[src/rtl/bus_mux_pipe.sv]
// rtl/bus_mux_pipe.sv - registered priority bus multiplexer with conflict detection and counting
module bus_mux_pipe #(
  parameter int DATA_W    = 32,
  parameter int NUM_SRC   = 24,
  parameter int SEL_W     = 5,
  parameter bit HOLD_IDLE = 1'b1,
  parameter int CNT_W     = 8
) (
  input  logic                      clk,
  input  logic                      clr,
  input  logic [NUM_SRC*DATA_W-1:0] src_data,
  input  logic [NUM_SRC-1:0]        src_en,
  input  logic                      cnt_clear,
  output logic [DATA_W-1:0]         bus_out,
  output logic                      bus_valid,
  output logic [SEL_W-1:0]          bus_sel,
  output logic                      conflict,
  output logic [CNT_W-1:0]          conflict_cnt
);

  localparam logic [CNT_W-1:0] CNT_MAX = {CNT_W{1'b1}};

  logic [SEL_W-1:0]  win;
  logic [DATA_W-1:0] win_data;
  logic              any;
  logic              multi;

  // Lowest enabled index wins; any later enable marks a multi-driver cycle
  always_comb begin
    win      = '0;
    win_data = '0;
    any      = 1'b0;
    multi    = 1'b0;
    for (int i = 0; i < NUM_SRC; i++) begin
      if (src_en[i]) begin
        if (any) begin
          multi = 1'b1;
        end else begin
          win      = SEL_W'(i);
          win_data = src_data[i*DATA_W +: DATA_W];
        end
        any = 1'b1;
      end
    end
  end

  // Bus register: winner is driven even during a conflict; idle either holds or zeroes
  always_ff @(posedge clk or posedge clr) begin
    if (clr) begin
      bus_out   <= '0;
      bus_sel   <= '0;
      bus_valid <= 1'b0;
      conflict  <= 1'b0;
    end else begin
      if (any) begin
        bus_out <= win_data;
        bus_sel <= win;
      end else if (!HOLD_IDLE) begin
        bus_out <= '0;
        bus_sel <= '0;
      end
      bus_valid <= any;
      conflict  <= multi;
    end
  end

  // Saturating conflict counter; a synchronous clear overrides a simultaneous conflict
  always_ff @(posedge clk or posedge clr) begin
    if (clr) begin
      conflict_cnt <= '0;
    end else if (cnt_clear) begin
      conflict_cnt <= '0;
    end else if (multi && (conflict_cnt != CNT_MAX)) begin
      conflict_cnt <= conflict_cnt + 1'b1;
    end
  end

endmodule

[config.mk]
export PLATFORM = sky130hd
export DESIGN_NAME = bus_mux_pipe
export DESIGN_NICKNAME = d
export VERILOG_FILES = /design/src/rtl/bus_mux_pipe.sv
export SDC_FILE = /design/constraint.sdc
export NUM_CORES = 1
export LEC_CHECK = 0
export BUFFER_PORTS_ARGS = -buffer_cell sky130_fd_sc_hd__buf_2
export CORE_AREA = 5 5 323 325
export CTS_CLUSTER_DIAMETER = 200
export DETAILED_ROUTE_END_ITERATION = 10
export DIE_AREA = 0 0 328 330
export GPL_ROUTABILITY_DRIVEN = 1
export HOLD_SLACK_MARGIN = 0.08
export SLEW_MARGIN = 20
export SYNTH_ARGS = -nofsm -noshare
export SYNTH_HDL_FRONTEND = slang
export SYNTH_SLANG_ARGS = --single-unit
[constraint.sdc]
create_clock -name clk -period 2.58 [get_ports clk]
set_input_delay 0.129 -clock clk [delete_from_list [all_inputs] [get_ports clk]]
set_output_delay 0.129 -clock clk [all_outputs]
set_load 0.02 [all_outputs]
* Word-level counts from Yosys, hierarchy flattened
Index checks and enable logic that the tools add are counted.
Storage, ports and cells: register bits 47, bits of input ports 795, output and inout port bits 47, logic and storage cells 174
Cells by class: $add $sub $neg 1, equality and inequality tests 1, muxes and demuxes 165, reduce and logical (&&, ||, !) cells 2
Operators with widths (number):
- $mux 32 | 47
- $mux 5 | 44
- $mux 1 | 72
- $mux 8 | 2
- $add 8x1->8 const B | 1
- $ne 8x8->1 const B | 1
- $reduce_bool 2->1 | 1
- $logic_and 1x1->1 | 1

* Longest topological paths before layout
depth after elaboration 50, depth in mapped cells 12, depth with buffers taken out 7

* Least setup slack after synthesis
No wires, ideal clock.
path kind input-to-reg, from input port src_en[3], to register bus_out[3], setup time 0.130 ns, data arrival time 2.387 ns, required time 2.450 ns, path slack 0.062 ns, stages 10, path buffers 3, cell sequence clkbuf_1 -> or4_1 -> buf_2 -> buf_4 -> nor4_1 -> a32oi_1 -> a221oi_1 -> a21oi_1 -> nor3_1 -> o21ai_0
Between the ends: cells in the longest elaborated chain, start to end 41, elaborated cells between the ends (all ways) 62, those cells by class 62 x mux
Ends and longest elaborated chain:
- start: declaration | RTL line 12 | input logic [NUM_SRC-1:0] src_en,
- $mux 32 / $mux 1 (equally long branches) | RTL line 35 | if (src_en[i]) begin
- $mux 32 | RTL line 36 | if (any) begin
- $mux 32 | RTL line 35
- $mux 32 | RTL line 36
- $mux 32 | RTL line 35
- $mux 32 | RTL line 36
- $mux 32 | RTL line 35
- $mux 32 | RTL line 36
- (+25 left out)
- $mux 32 | RTL line 36
- $mux 32 | RTL line 35
- $mux 32 | RTL line 36
- $mux 32 | RTL line 35
- $mux 32 | RTL line 36
- $mux 32 | RTL line 35
- $mux 32 | RTL line 36
- $mux 32 | RTL line 35
- end signal: assignment | RTL line 56 | bus_out <= win_data;
- end: declaration | RTL line 14 | output logic [DATA_W-1:0] bus_out,
Several ways; a longest one is shown, not always the timed one. A chain may end at the register's enable or synchronous reset.

* Final worst setup path
from input port src_en[4], to register bus_out[17]
Between the ends: cells in the longest elaborated chain, start to end 39, elaborated cells between the ends (all ways) 59, those cells by class 59 x mux
Ends and longest elaborated chain (RTL line):
- $mux 32 / $mux 1 (equally long branches) | 35
- $mux 32 | 36
- $mux 32 | 35
- $mux 32 | 36
- $mux 32 | 35
- $mux 32 | 36
- $mux 32 | 35
- $mux 32 | 36
- (+23 left out)
- $mux 32 | 36
- $mux 32 | 35
- $mux 32 | 36
- $mux 32 | 35
- $mux 32 | 36
- $mux 32 | 35
- $mux 32 | 36
- $mux 32 | 35
Several ways; a longest one is shown, not always the timed one.

==> flow_summary_export.csv <==
group,metric,value,unit
yosys,synth_area_leaders,"dfrtp_1 (12%), a21oi_1 (7.2%), nand2_1 (7.0%)",
worst_setup_path,cp_data_arrival_time,2.77,ns
timing,layout_min_cycle_time,2.58,ns
placement,gp_congestion,0.982,
timing,hold_violations,0,
drt,dr.pass1.iters,8,
timing,max_slew_margin,0.503,
drt,antenna_left,0,
worst_setup_path,worstReg2RegStart,"bus_out[28]$_DFFE_PP0P_",
floorplanning,coreArea,101000,um2
pwr,p_leak,9.02,nW
clock_network,cts_tree,"yes",
floorplanning,dieArea,108000,um2
job,cap_violations,0,
grt,grt_max_degree,48,
worst_setup_path,endpoint_kind,"flop",
finish,layout-drive-gt1-share,0.532,
grt,grt_use_met2,0.401,
worst_setup_path,crit_path_max_fanout,7,
clock_network,ctsLongestPathBuffers,2,
timing,rsz0062_at_grt,"true",
drt,drt_iter0_drc,2117,
grt,antenna_found_initial,124,
yosys,avgSynthCellArea,6.65,um2
grt,grt_usage,0.237,
drt,wirelength,138000,um
drt,wl_per_cell,34.3,um
timing,fin_crit_sh,1.00,
yosys,synth_top_cell_area_share,0.119,
worst_setup_path,worstSetupStartpointType,"primary input",
worst_setup_path,worstSetupStartpoint,"src_en[4]",
timing,worst_slack,-0.00453,ns
floorplanning,io_pins,842,
timing,worst_hold_slack,0.102,ns
grt,first_global_vias,18208,
placement,placed_area,18600,um2
yosys,synth-async-reset-ratio,1.00,
floorplanning,num_rows,117,
clock_network,cts_sinks,47,
grt,grt_overflow,0,
yosys,synthDistinctLibCells,75,
worst_setup_path,worst-setup-path-type,"in2reg",
pwr,peakVddDrop,0.000221,V
grt,grt_pass1_wl,173000,um
yosys,synth_edf_count,0,
floorplanning,initial_utilization,0.0974,
yosys,yosysTopAreaCell,"dfrtp_1",
drt,via_per_inst,4.77,
timing,drv_slew,0,
yosys,ys.flop_type,"dfrtp_1",
clock_network,clk_pin_slew,0.08,ns
floorplanning,die_w,328,um
clock_network,cts-root-buf,"clkbuf_16",
drt,remaining_drc_errors,0,
yosys,yosysMostFrequentCell,"nand2_1",
clock_network,cts_buffers,5,
worst_setup_path,cp.required,2.76,ns
yosys,ys_seq_elements,47,
drt,vias,19122,
yosys,ys_seq_area_frac,0.119,
finish,nets,3375,
yosys,synth_common_cells,"nand2_1 (183), a21oi_1 (141), clkbuf_1 (132)",
timing,max_freq,387,MHz
clock_network,clkLatencyLatePin,0.32,ns
finish,final_area,19800,um2
yosys,netlist_instances,1481,
clock_network,h-tree-depth,2,
yosys,syn_nets,2277,
status,violations,"setup timing",
yosys,yosys_warnings,0,
timing,setup_viol,1,
worst_hold_path,holdCritPathClass,"in2reg",
finish,areaGrowthSynthToFinish,101,%
placement,place_hpwl,124000,um
timing,worst_slew_pin_slew,0.746,ns
grt,global_route.usage.met1,0.296,
pwr,p_per_area,215,nW/um2
placement,numPortBuffers,841,
grt,use_met3,0.0681,
floorplanning,dieHeight,330,um
worst_hold_path,min_from,"src_data[704]",
grt,top_usage_layer,"met2",
timing,skew,0.00253,ns
yosys,syn_area,9850,um2
status,outcome,"finished with violations",
[worst max-delay path: stages]
cell and delay [ns]:
buf_2 0.24, buf_4 0.18, or4_4 0.15, nor4_4 0.05, buf_12 0.14, buf_12 0.14
buf_4 0.14, buf_12 0.13, and2_2 0.24, a22o_1 0.19, a2111oi_1 0.64, a211o_1 0.28
o211ai_1 0.09
[path summary, 6_finish.rpt]
| check | endpoint | slack [ns] | cells after the start |
|---|---|---|---|
| min in group asynchronous | bus_out[9]$_DFFE_PP0P_ | 0.43 | 4 |
| max in group asynchronous | bus_valid$_DFF_PP0_ | 1.80 | 4 |
| max | bus_out[17]$_DFFE_PP0P_ | -0.005 | 13 |
| min | bus_out[0]$_DFFE_PP0P_ | 0.10 | 3 |
| max reg2reg | bus_out[28]$_DFFE_PP0P_ | 0.57 | 8 |
| min reg2reg | bus_sel[3]$_DFFE_PP0P_ | 0.52 | 1 |
[cells by family (layout without fill, tap and decap cells)]
family	Yosys count	in the layout	synth area share
buffers and inverters	191	1290	0.0754
other	0	64	0
and+or+nand+nor	519	519	0.261
DFF	47	47	0.119
adders and majority gates	4	4	0.00432
AOI/OAI and AO/OA	674	674	0.492
muxes	46	46	0.0471
[final cells by class]
cell class / count / area [um2]
inverters: 30 / 113
multi-input cells: 1243 / 8480
diodes: 64 / 160
clock buffers: 5 / 125
flip-flops and latches: 47 / 1180
fillers: 11683 / 81300
repair buffers: 1252 / 8030
well taps: 1368 / 1710
clock inverters: 3 / 46.3
[state kept, by name, indices dropped and copies added (netlist names)]
signal	flops
conflict	1
bus_valid	1
bus_sel	5
bus_out	32
conflict_cnt	8
[power breakdown]
part	leakage (nW)	total, mW	switching [mW]	internal, mW
combinational	8.36	2.52	1.43	1.09
sequential	0.575	0.860	0.0629	0.797
clock	0.0808	0.884	0.418	0.465
total	9.02	4.27	1.91	2.35
[metal layers]
layer  share of wire  wire [um]  vias up
li1                -          -     8184
met1            0.39      54100     9280
met2            0.47      64300     1360
met3            0.10      14200      256
met4           0.034       4660       42
met5          0.0021        285        -
[layout by cell type (no fill, tap or decap), types with 29 or more instances in the layout]
cell      Yosys  layout
o21ai_0     105      89
mux2i_1      43      43
inv_1        30      29
a21oi_1     141     138
a22o_1       37      37
o22ai_1      39      38
dfrtp_1      47      47
nand2_1     183     180
a221oi_1     37      32
o211ai_1     36      36
buf_2        15     838
buf_12        0      44
diode_2       0      64
nor2_1      116     106
buf_4         2     338
[metrics by stage]
step / util / power (mW) / instances / setup TNS, ns / setup WS (ns)
2_1_floorplan: - / 1.59 / 1481 / 0 / 0.0625
3_3_place_gp: 0.184 / 3.31 / 3914 / -25.02 / -1.22
3_5_place_dp: 0.184 / 3.30 / 3914 / -26.20 / -1.24
4_1_cts: 0.189 / 4.24 / 3930 / -0.206 / -0.0755
5_1_grt: 0.195 / 4.43 / 3971 / -0.637 / -0.144
6_report: 0.196 / 4.27 / 4012 / -0.00453 / -0.00453
[timing repair]
action | in CTS | in global routing
setup buffers | 3 | 16
endpoints found under the hold margin | 52 | 0
gates resized for setup | 45 | 99
setup endpoints to repair | 45 | 40
cloned | 0 | 2
pin swaps | 2 | 33
hold buffers | 6 | 0
Note: power is estimated with default switching activity, not from simulation.
